File: src/rtl/fifo_uart_pkg.sv
// Shared types and constants for the FIFO-fed UART transmitter.
package fifo_uart_pkg;

  typedef enum logic [2:0] {
    IDLE,
    POP,
    LOAD,
    START,
    DATA,
    STOP
  } tx_state_e;

  // 12 MHz system clock / 115200 baud
  localparam int CLKS_PER_BIT_DEF = 104;

  // Level the serial line rests at between frames
  localparam logic TX_IDLE = 1'b1;

endpackage

File: src/rtl/fifo_uart_tx_if.sv
// FIFO read-side bundle: the transmitter (master) strobes pop, the FIFO
// (slave) supplies empty and data_out.
interface fifo_uart_tx_if;
  logic       empty;
  logic [7:0] fifo_data;
  logic       pop;

  modport master (input empty, input fifo_data, output pop);
  modport slave  (output empty, output fifo_data, input pop);
endinterface

File: src/rtl/uart_baud_counter.sv
// Bit-period counter: counts 0..CLKS_PER_BIT-1, tick marks the last cycle.
module uart_baud_counter
  import fifo_uart_pkg::*;
#(
  parameter int CLKS_PER_BIT = CLKS_PER_BIT_DEF
) (
  input  logic clk,
  input  logic reset,
  input  logic clear,
  output logic tick
);

  localparam int              CNT_W = (CLKS_PER_BIT > 1) ? $clog2(CLKS_PER_BIT) : 1;
  localparam logic [CNT_W-1:0] LAST = CNT_W'(CLKS_PER_BIT - 1);

  logic [CNT_W-1:0] cnt;

  // Free-run within a bit, wrap on the bit boundary, hold at zero while cleared
  always_ff @(posedge clk or posedge reset) begin
    if (reset)                      cnt <= '0;
    else if (clear || cnt == LAST)  cnt <= '0;
    else                            cnt <= cnt + CNT_W'(1);
  end

  assign tick = (cnt == LAST) && !clear;

endmodule

File: src/rtl/fifo_uart_tx.sv
// Drains one byte per frame from the FIFO and sends it as 8N1 on tx.
module fifo_uart_tx
  import fifo_uart_pkg::*;
#(
  parameter int CLKS_PER_BIT = CLKS_PER_BIT_DEF
) (
  input  logic                  clk,
  input  logic                  reset,
  fifo_uart_tx_if.master        fifo,
  output logic                  tx,
  output logic                  busy
);

  tx_state_e  state_q, state_n;
  logic [7:0] shift_q, shift_n;
  logic [2:0] idx_q, idx_n;
  logic       pop_q, pop_n;
  logic       tx_n, busy_n;
  logic       tick, clear;

  uart_baud_counter #(.CLKS_PER_BIT(CLKS_PER_BIT)) u_baud (
    .clk   (clk),
    .reset (reset),
    .clear (clear),
    .tick  (tick)
  );

  assign fifo.pop = pop_q;

  // State, datapath and registered outputs; reset forces the line idle at once
  always_ff @(posedge clk or posedge reset) begin
    if (reset) begin
      state_q <= IDLE;
      shift_q <= '0;
      idx_q   <= '0;
      pop_q   <= 1'b0;
      tx      <= TX_IDLE;
      busy    <= 1'b0;
    end else begin
      state_q <= state_n;
      shift_q <= shift_n;
      idx_q   <= idx_n;
      pop_q   <= pop_n;
      tx      <= tx_n;
      busy    <= busy_n;
    end
  end

  // Next state and next output values; the byte is shifted out LSB first
  always_comb begin
    state_n = state_q;
    shift_n = shift_q;
    idx_n   = idx_q;
    tx_n    = tx;
    pop_n   = 1'b0;
    clear   = 1'b0;
    case (state_q)
      IDLE: begin
        tx_n  = TX_IDLE;
        clear = 1'b1;
        if (!fifo.empty) begin
          state_n = POP;
          pop_n   = 1'b1;
        end
      end
      POP: begin
        // FIFO registers the pop on this edge; data is valid next cycle
        clear   = 1'b1;
        state_n = LOAD;
      end
      LOAD: begin
        clear   = 1'b1;
        shift_n = fifo.fifo_data;
        idx_n   = '0;
        tx_n    = 1'b0;
        state_n = START;
      end
      START: begin
        if (tick) begin
          tx_n    = shift_q[0];
          shift_n = {1'b0, shift_q[7:1]};
          state_n = DATA;
        end
      end
      DATA: begin
        if (tick) begin
          if (idx_q == 3'd7) begin
            tx_n    = TX_IDLE;
            state_n = STOP;
          end else begin
            tx_n    = shift_q[0];
            shift_n = {1'b0, shift_q[7:1]};
            idx_n   = idx_q + 3'd1;
          end
        end
      end
      STOP: begin
        if (tick) state_n = IDLE;
      end
      default: state_n = IDLE;
    endcase
    busy_n = (state_n != IDLE);
  end

endmodule

File: src/flat_wrapper.sv
// flat-port wrapper written by rule: the top's interface ports become plain ports
module fifo_uart_tx_flat import fifo_uart_pkg::*;
#(
  parameter int CLKS_PER_BIT = CLKS_PER_BIT_DEF
)
  (clk, reset, tx, busy, fifo_empty, fifo_fifo_data, fifo_pop);
  fifo_uart_tx_if fifo_i ();
  input  logic clk;
  input  logic reset;
  output logic tx;
  output logic busy;
  input wire logic [$bits(fifo_i.empty)-1:0] fifo_empty;
  input wire logic [$bits(fifo_i.fifo_data)-1:0] fifo_fifo_data;
  output wire logic [$bits(fifo_i.pop)-1:0] fifo_pop;
  assign fifo_i.empty = fifo_empty;
  assign fifo_i.fifo_data = fifo_fifo_data;
  assign fifo_pop = fifo_i.pop;
  fifo_uart_tx #(.CLKS_PER_BIT(CLKS_PER_BIT)) u_core (.clk(clk), .reset(reset), .fifo(fifo_i), .tx(tx), .busy(busy));
endmodule
File: config.mk
export PLATFORM = sky130hd
export DESIGN_NAME = fifo_uart_tx_flat
export DESIGN_NICKNAME = d
export VERILOG_FILES = /design/src/rtl/fifo_uart_pkg.sv /design/src/rtl/fifo_uart_tx_if.sv /design/src/rtl/uart_baud_counter.sv /design/src/rtl/fifo_uart_tx.sv /design/src/flat_wrapper.sv
export SDC_FILE = /design/constraint.sdc
export NUM_CORES = 1
export LEC_CHECK = 0
export ABC_CLOCK_PERIOD_IN_PS = 4870
export BUFFER_PORTS_ARGS = -buffer_cell sky130_fd_sc_hd__buf_4
export CORE_ASPECT_RATIO = 0.5
export CORE_MARGIN = 5
export CORE_UTILIZATION = 40
export DETAILED_ROUTE_END_ITERATION = 16
export HOLD_SLACK_MARGIN = 0.1
export PLACE_DENSITY = 0.63
export RECOVER_POWER = 25
export SETUP_SLACK_MARGIN = 0.15
export SLEW_MARGIN = 5
export SYNTH_ARGS = -nofsm -noshare
export SYNTH_HDL_FRONTEND = slang
export SYNTH_SLANG_ARGS = --single-unit
File: constraint.sdc
create_clock -name clk -period 4.87 [get_ports clk]
set_input_delay 0 -clock clk [delete_from_list [all_inputs] [get_ports clk]]
set_output_delay 0 -clock clk [all_outputs]
set_load 0.03 [all_outputs]
==> run summary, run 1 <==
Worst-Skew Late Latency - 0.27 ns
FMAX - 0.505 GHz
CP max FO - 15
vias per inst - 4.93
Worst Skew - 0.0158 ns
Cells after Synth - 113
Via Count - 868
clock root cell - clkbuf_8
Port Buffers - 13
pwr dens - 229 nW/um^2
grt ovf - 0
Finished Core Util - 50.2%
RePlAce Congestion - 0.773
first-pass GRT wire length - 4020 um
Overall Power - 346 uW
worst stage delay on the critical path - 0.66 ns
slowest stage cell, crit path - dfrtp_1
part of the cycle the worst path needs - 40.7%
Final Max Tran Viols - 0
Yosys cell types - 37
Reg area - 602 sq um
# fillers - 275
EDFF count, synth - 0
Mapped Nets - 127
status - completed
Die ar. - 4430 sq um
routed wire length - 2210 um
leak pwr - 0.000679 uW
CTS tree - built
number of buffers created by CTS - 3
# IOs - 14
Top FF cell, synth - dfrtp_1
die width - 89.3 um
placed insts - 163
final setup violation count - 0
Worst setup SP type - flop
top cell type's share of synthesized area - 45.8%
worst vdd ir - 181 uV
Placed Area - 1390 sq um
Layout Nets - 151
Yosys Warn Count - 0
Mapped Area - 1260 sq um
Worst Setup End Kind - flop
drc violations - 0
synth top area cells - dfrtp_1 46%, mux2_2 11%, mux2i_1 4.0%
# rows - 14
Critical Path RT - 5.01 ns
Max-Cap Viols - 0
syn avg cell area - 11.1 sq um
area leader, netlist - dfrtp_1
shortest period the worst path allows - 1.98 ns
area of the multi-input gates - 611 sq um
vias in the first global route - 889
Antenna Nets Post-Route - 0
post-synthesis register bit count - 24
final instance count without filler cells - 176
First-pass DRT Iterations - 3
antenna violations before repair - 0
Setup TNS - 0 ns
core area - 3010 sq um
largest net degree at the start of global routing - 25
layout cells sized above 1 - 23.5%
GRT Resource Usage Total - 11.7%
RSZ-0062 raised after global routing - false
post-DP HPWL - 1560 um
H-tree levels - 1
clk buf depth - 2
post-synthesis sequential area ratio - 47.9%
clock slew at reported path FFs - 0.07 ns
Top delay family on crit path - flip-flops
WL/cell - 12.5 um
Initial DRC Count - 42
Fin. Hold Viols - 0
post-CTS sizing - 0
Num Clock Sinks - 24
crit path cell chain - nor2_1 > a21oi_2 > mux2_2 > mux2_1
CP arrival - 2.13 ns
CP Class - flop to flop
CP Buf/Inv Count - 0
Initial Util - 41.7%
Hold Crit Class - input pin to flop
Ant. Diodes - 0
Max-slew headroom - 40.2%
Synth top cells by count - 23 x dfrtp_1, 12 x mux2_2, 10 x nor2_1
top-count cell post-synth - dfrtp_1
post-route cell area - 1510 sq um
worst slew pin tran - 0.896 ns
Synth-to-Final Area Change - 20.5%
chip height - 49.6 um
Async SR Flop Fraction - 100%
## logic make-up after synthesis
| kind of cell | count (synthesis) | share of synthesized area, % |
|---|---|---|
| flip-flops | 24 | 47.9 |
| XOR/XNOR | 4 | 2.79 |
| multiplexers | 18 | 15.6 |
| AND/OR/NAND/NOR | 30 | 12.8 |
| buffers and inverters | 11 | 3.49 |
| AO/OA/AOI/OAI | 23 | 14.4 |
| adder cells (fa/ha/maj) | 3 | 2.99 |
## flip-flops by register name, indices dropped and copies added (netlist names)
name and flops:
u_core.fifo.pop 1, u_core.idx_q 3, u_core.busy 1, u_core.u_baud.cnt 7, u_core.shift_q 8, u_core.state_q 3, u_core.tx 1
## through the flow
stage / hold slack [ns] / setup slack, ns
finish: 0.115 / 2.89
global route: 0.112 / 2.77
CTS: 0.104 / 2.89
detailed placement: 0.180 / 2.89
global placement: 0.186 / 2.92
floorplan: 0.0139 / 3.10
## routing by layer
layer / global-route usage (%) / routed length, um
met5: 0 / 0
met4: 3.71 / 25
met3: 3.99 / 76
met2: 17.2 / 952
met1: 16.1 / 1150
## area by class of cell
type	count	share of cell area [%]
repair buffers	22	11.7
well taps	40	3.31
inverters	8	1.98
clock buffers	4	2.98
multi-input cells	78	40.3
flip-flops and latches	24	39.8
## what timing repair did
| action | CTS | global route |
|---|---|---|
| hold buffers | 9 | 0 |
| endpoints found under the hold margin | 32 | 0 |
| setup buffers | 0 | 0 |
## placed cells by master (no fill, tap or decap), drive strengths merged, types with 3 or more instances in the layout
cell	count
dfrtp	23
mux2	13
nor2	11
dlygate4sd3	9
buf	9
inv	8
clkbuf	8
o21ai	7
a21oi	6
mux2i	5
nand3	4
nor3	3
ha	3
## tightest hold or removal path, cell delays in order
cell and delay, ns:
buf_4 0.08, mux2_2 0.13, mux2_2 0.13
## report_power, final
group | internal (uW) | switching [uW] | total, uW
sequential | 203 | 1.47 | 204
combinational | 13.9 | 7.68 | 21.6
clock | 58.5 | 61.8 | 120
## path summary, 6_finish.rpt
kind                                       from              endpoint  slack (ns)  depth (start not counted)
max                           u_core.state_q[1]     u_core.shift_q[6]        2.89                          4
min                           fifo_fifo_data[2]     u_core.shift_q[2]        0.11                          3
max reg2reg                   u_core.state_q[1]     u_core.shift_q[6]        2.89                          4
min reg2reg                u_core.u_baud.cnt[0]  u_core.u_baud.cnt[0]        0.46                          1
max in group asynchronous                 reset     u_core.state_q[1]        3.83                          3
min in group asynchronous                 reset       u_core.fifo.pop        0.47                          3
No activity file was read; power rests on OpenSTA's default activity.
==> run 2, diff against run 1 <==
--- a/config.mk
+++ b/config.mk
@@ -5,14 +5,14 @@
 export SDC_FILE = /design/constraint.sdc
 export NUM_CORES = 1
 export LEC_CHECK = 0
-export ABC_CLOCK_PERIOD_IN_PS = 4870
+export ABC_CLOCK_PERIOD_IN_PS = 1700
 export BUFFER_PORTS_ARGS = -buffer_cell sky130_fd_sc_hd__buf_4
 export CORE_ASPECT_RATIO = 0.5
 export CORE_MARGIN = 5
 export CORE_UTILIZATION = 40
 export DETAILED_ROUTE_END_ITERATION = 16
 export HOLD_SLACK_MARGIN = 0.1
-export PLACE_DENSITY = 0.63
+export PLACE_DENSITY = 0.65
 export RECOVER_POWER = 25
 export SETUP_SLACK_MARGIN = 0.15
 export SLEW_MARGIN = 5
==> constraint.sdc (replaced) <==
create_clock -name clk -period 1.7 [get_ports clk]
set_input_delay 0 -clock clk [delete_from_list [all_inputs] [get_ports clk]]
set_output_delay 0 -clock clk [all_outputs]
set_load 0.03 [all_outputs]
==> run 2 against run 1 <==
Net effect: combinational power grew to 3.1 times the previous value; register-to-register slack got worse by 2.9 ns; sequential cell count unchanged; via count increased by 13%; cell count increased by 11%; worst setup slack got worse by 2.9 ns; hold slack improved by 0.33 ns; global-route usage rose by 2.1 points; sequential share of layout area shrank 6.0 points; critical endpoint is now u_core.tx.
==> run summary, run 2 (same netlist as run 1, synthesis figures left out) <==
status - completed
first-pass GRT wire length - 4800 um (+19%)
Setup TNS - 0 ns (unchanged)
Initial DRC Count - 55 (+31%)
GRT Resource Usage Total - 13.8% (+2.1 points)
Setup crit start - u_core.u_baud.cnt[3]
met3 usage - 4.49% (+0.50 points)
r2r startpoint - u_core.u_baud.cnt[3]
Via Count - 982 (+13%)
# IOs - 14 (unchanged)
Antenna Nets Post-Route - 0 (unchanged)
share of power burned in registers - 56.1% (-2.9 points)
Psw - 212 uW (+200%)
Port Buffers - 13 (unchanged)
Initial Util - 41.7% (unchanged)
Critical Path RT - 1.90 ns (-3.11 ns)
crit path cell chain - or3b_4 > o21ai_4 > a32oi_4 > buf_4 > o22a_1
part of the cycle the worst path needs - 98.1% (+57 points)
shortest period the worst path allows - 1.67 ns (-0.312 ns)
max FFs per register - 8 (unchanged)
WL/cell - 14.3 um (+14%)
grt ovf - 0 (unchanged)
FMAX - 0.599 GHz (+19%)
Layout Nets - 171 (+13%)
switching portion of total power - 20.3% (-0.21 points)
Regs by FF count - u_core.shift_q x8, u_core.u_baud.cnt x7
largest register by flop count - u_core.shift_q
Logic pwr share - 6.5% (+0.2 points)
number of buffers created by CTS - 3 (unchanged)
slowest stage cell, crit path - or3b_4
grt peak-use layer - met2
Hold Crit Class - input pin to async pin
clk buf depth - 2 (unchanged)
Max-slew headroom - 59.0% (+19 points)
Synth-to-Final Area Change - 42.6%
Max-Cap Viols - 0 (unchanged)
post-DP HPWL - 1900 um (+21%)
core area - 3010 sq um (unchanged)
Die ar. - 4430 sq um (unchanged)
Worst Setup End Kind - flop
Top delay family on crit path - compound AO/OA/AOI/OAI gates
Fin. Hold Viols - 0 (unchanged)
vias in the first global route - 1080 (+21%)
worst stage delay on the critical path - 0.45 ns (-0.21 ns)
most common cell after layout, fill and taps aside - buf_4
Worst-Skew Late Latency - 0.27 ns (about the same)
Final Max Tran Viols - 0 (unchanged)
part of the power in the clock network - 37.4% (+2.6 points)
M2 GR Usage - 24.6% (+7.3 points)
largest net degree at the start of global routing - 25 (unchanged)
H-tree levels - 1 (unchanged)
CP arrival - 1.87 ns (-0.26 ns)
pwr dens - 582 nW/um^2 (+150%)
clock slew at reported path FFs - 0.08 ns (about the same)
chip height - 49.6 um (unchanged)
worst vdd ir - 504 uV (+180%)
drc violations - 0 (unchanged)
die width - 89.3 um (unchanged)
pre-CTS WS - 0.0232 ns (-2.87 ns)
CTS tree - built
routed wire length - 2800 um (+27%)
vias per inst - 5.01 (+1.6%)
leak pwr - 0.000806 uW (+19%)
CP Buf/Inv Count - 1 (+1)
final setup violation count - 0 (unchanged)
final worst slack - 0.0317 ns (-2.86 ns)
clock root cell - clkbuf_8
worst slew pin tran - 0.616 ns (-0.281 ns)
# rows - 14 (unchanged)
RePlAce Congestion - 0.793 (+2.6%)
Ant. Diodes - 0 (unchanged)
CP max FO - 8 (-7)
First-pass DRT Iterations - 4 (+1)
commonest non-fill, non-tap cells in the layout - 29 x buf_4, 21 x dfrtp_1, 10 x nor2_1, 10 x mux2_2, 10 x dlygate4sd3_1
CP Class - flop to flop
Worst setup SP type - flop
GR Layer Usage met1 - 16.6% (+0.53 points)
Num Clock Sinks - 24 (unchanged)
Worst Skew - 0.00104 ns (-0.0148 ns)
RSZ-0062 raised after global routing - true
Power Internal - 831 uW (+200%)
antenna violations before repair - 0 (unchanged)
layout cells sized above 1 - 44.2% (+21 points)
run 2: cell count changes in the layout (fill, tap and decap cells not counted), moves of 3 or more:
cell / previous run / this run
clkbuf_1: 4 / 0
mux2_4: 0 / 3
buf_4: 9 / 29
ha_1: 3 / 0
run 2: power groups by stage:
stage | clock network, uW | logic (uW) | registers, uW
after floorplan | 0 | 25.2 | 594
after global placement | 0 | 49.6 | 596
after detailed placement | 0 | 50.5 | 596
after CTS | 403 | 68.8 | 585
after global routing | 426 | 76.4 | 586
final | 390 | 67.9 | 584
run 2: final timing paths:
| path | endpoint | slack (ns) | cells after the start |
|---|---|---|---|
| max | u_core.tx | 0.03 | 5 |
| min | u_core.idx_q[2] | 0.45 | 4 |
| max reg2reg | u_core.tx | 0.03 | 5 |
| min reg2reg | u_core.shift_q[5] | 0.51 | 1 |
| max in group asynchronous | u_core.state_q[1] | 0.82 | 4 |
| min in group clk | u_core.fifo.pop | 0.47 | 3 |
run 2: worst min-delay path, cell delays in order:
cell and delay, ns:
dlygate4sd3_1 0.54, clkbuf_4 0.13, inv_1 0.04, clkbuf_2 0.49
run 2: layout make-up:
class | instances | area [sq um]
flip-flops and latches | 24 | 604
multi-input cells | 78 | 711
fillers | 251 | 1220
repair buffers | 42 | 342
well taps | 40 | 50.0
inverters | 8 | 30.0
clock buffers | 4 | 55.1
run 2: through the flow:
step	area, sq um	total power (uW)	cells	hold slack, ns	util, %
floorplan	1290	619	113	0.0139	-
global placement	1540	645	178	0.0688	51.1
detailed placement	1540	646	178	0.0742	51.1
CTS	1740	1060	193	0.335	57.9
global route	1790	1090	196	0.459	59.5
finish	1790	1040	196	0.446	59.5
run 2: routing by layer:
layer / vias to the layer above / share of wire [%]
met1: 478 / 47
met2: 14 / 50
met3: 2 / 3.0
li1: 488 / -
met5: - / 0
met4: 0 / 0.18
run 2: repair_timing:
| item | CTS | global route |
|---|---|---|
| pin swaps | 4 | 0 |
| endpoints found under the hold margin | 34 | 0 |
| endpoints found under the setup margin | 13 | 13 |
| resized for setup | 8 | 8 |
| buffers inserted | 1 | 3 |
| hold buffers | 10 | 0 |
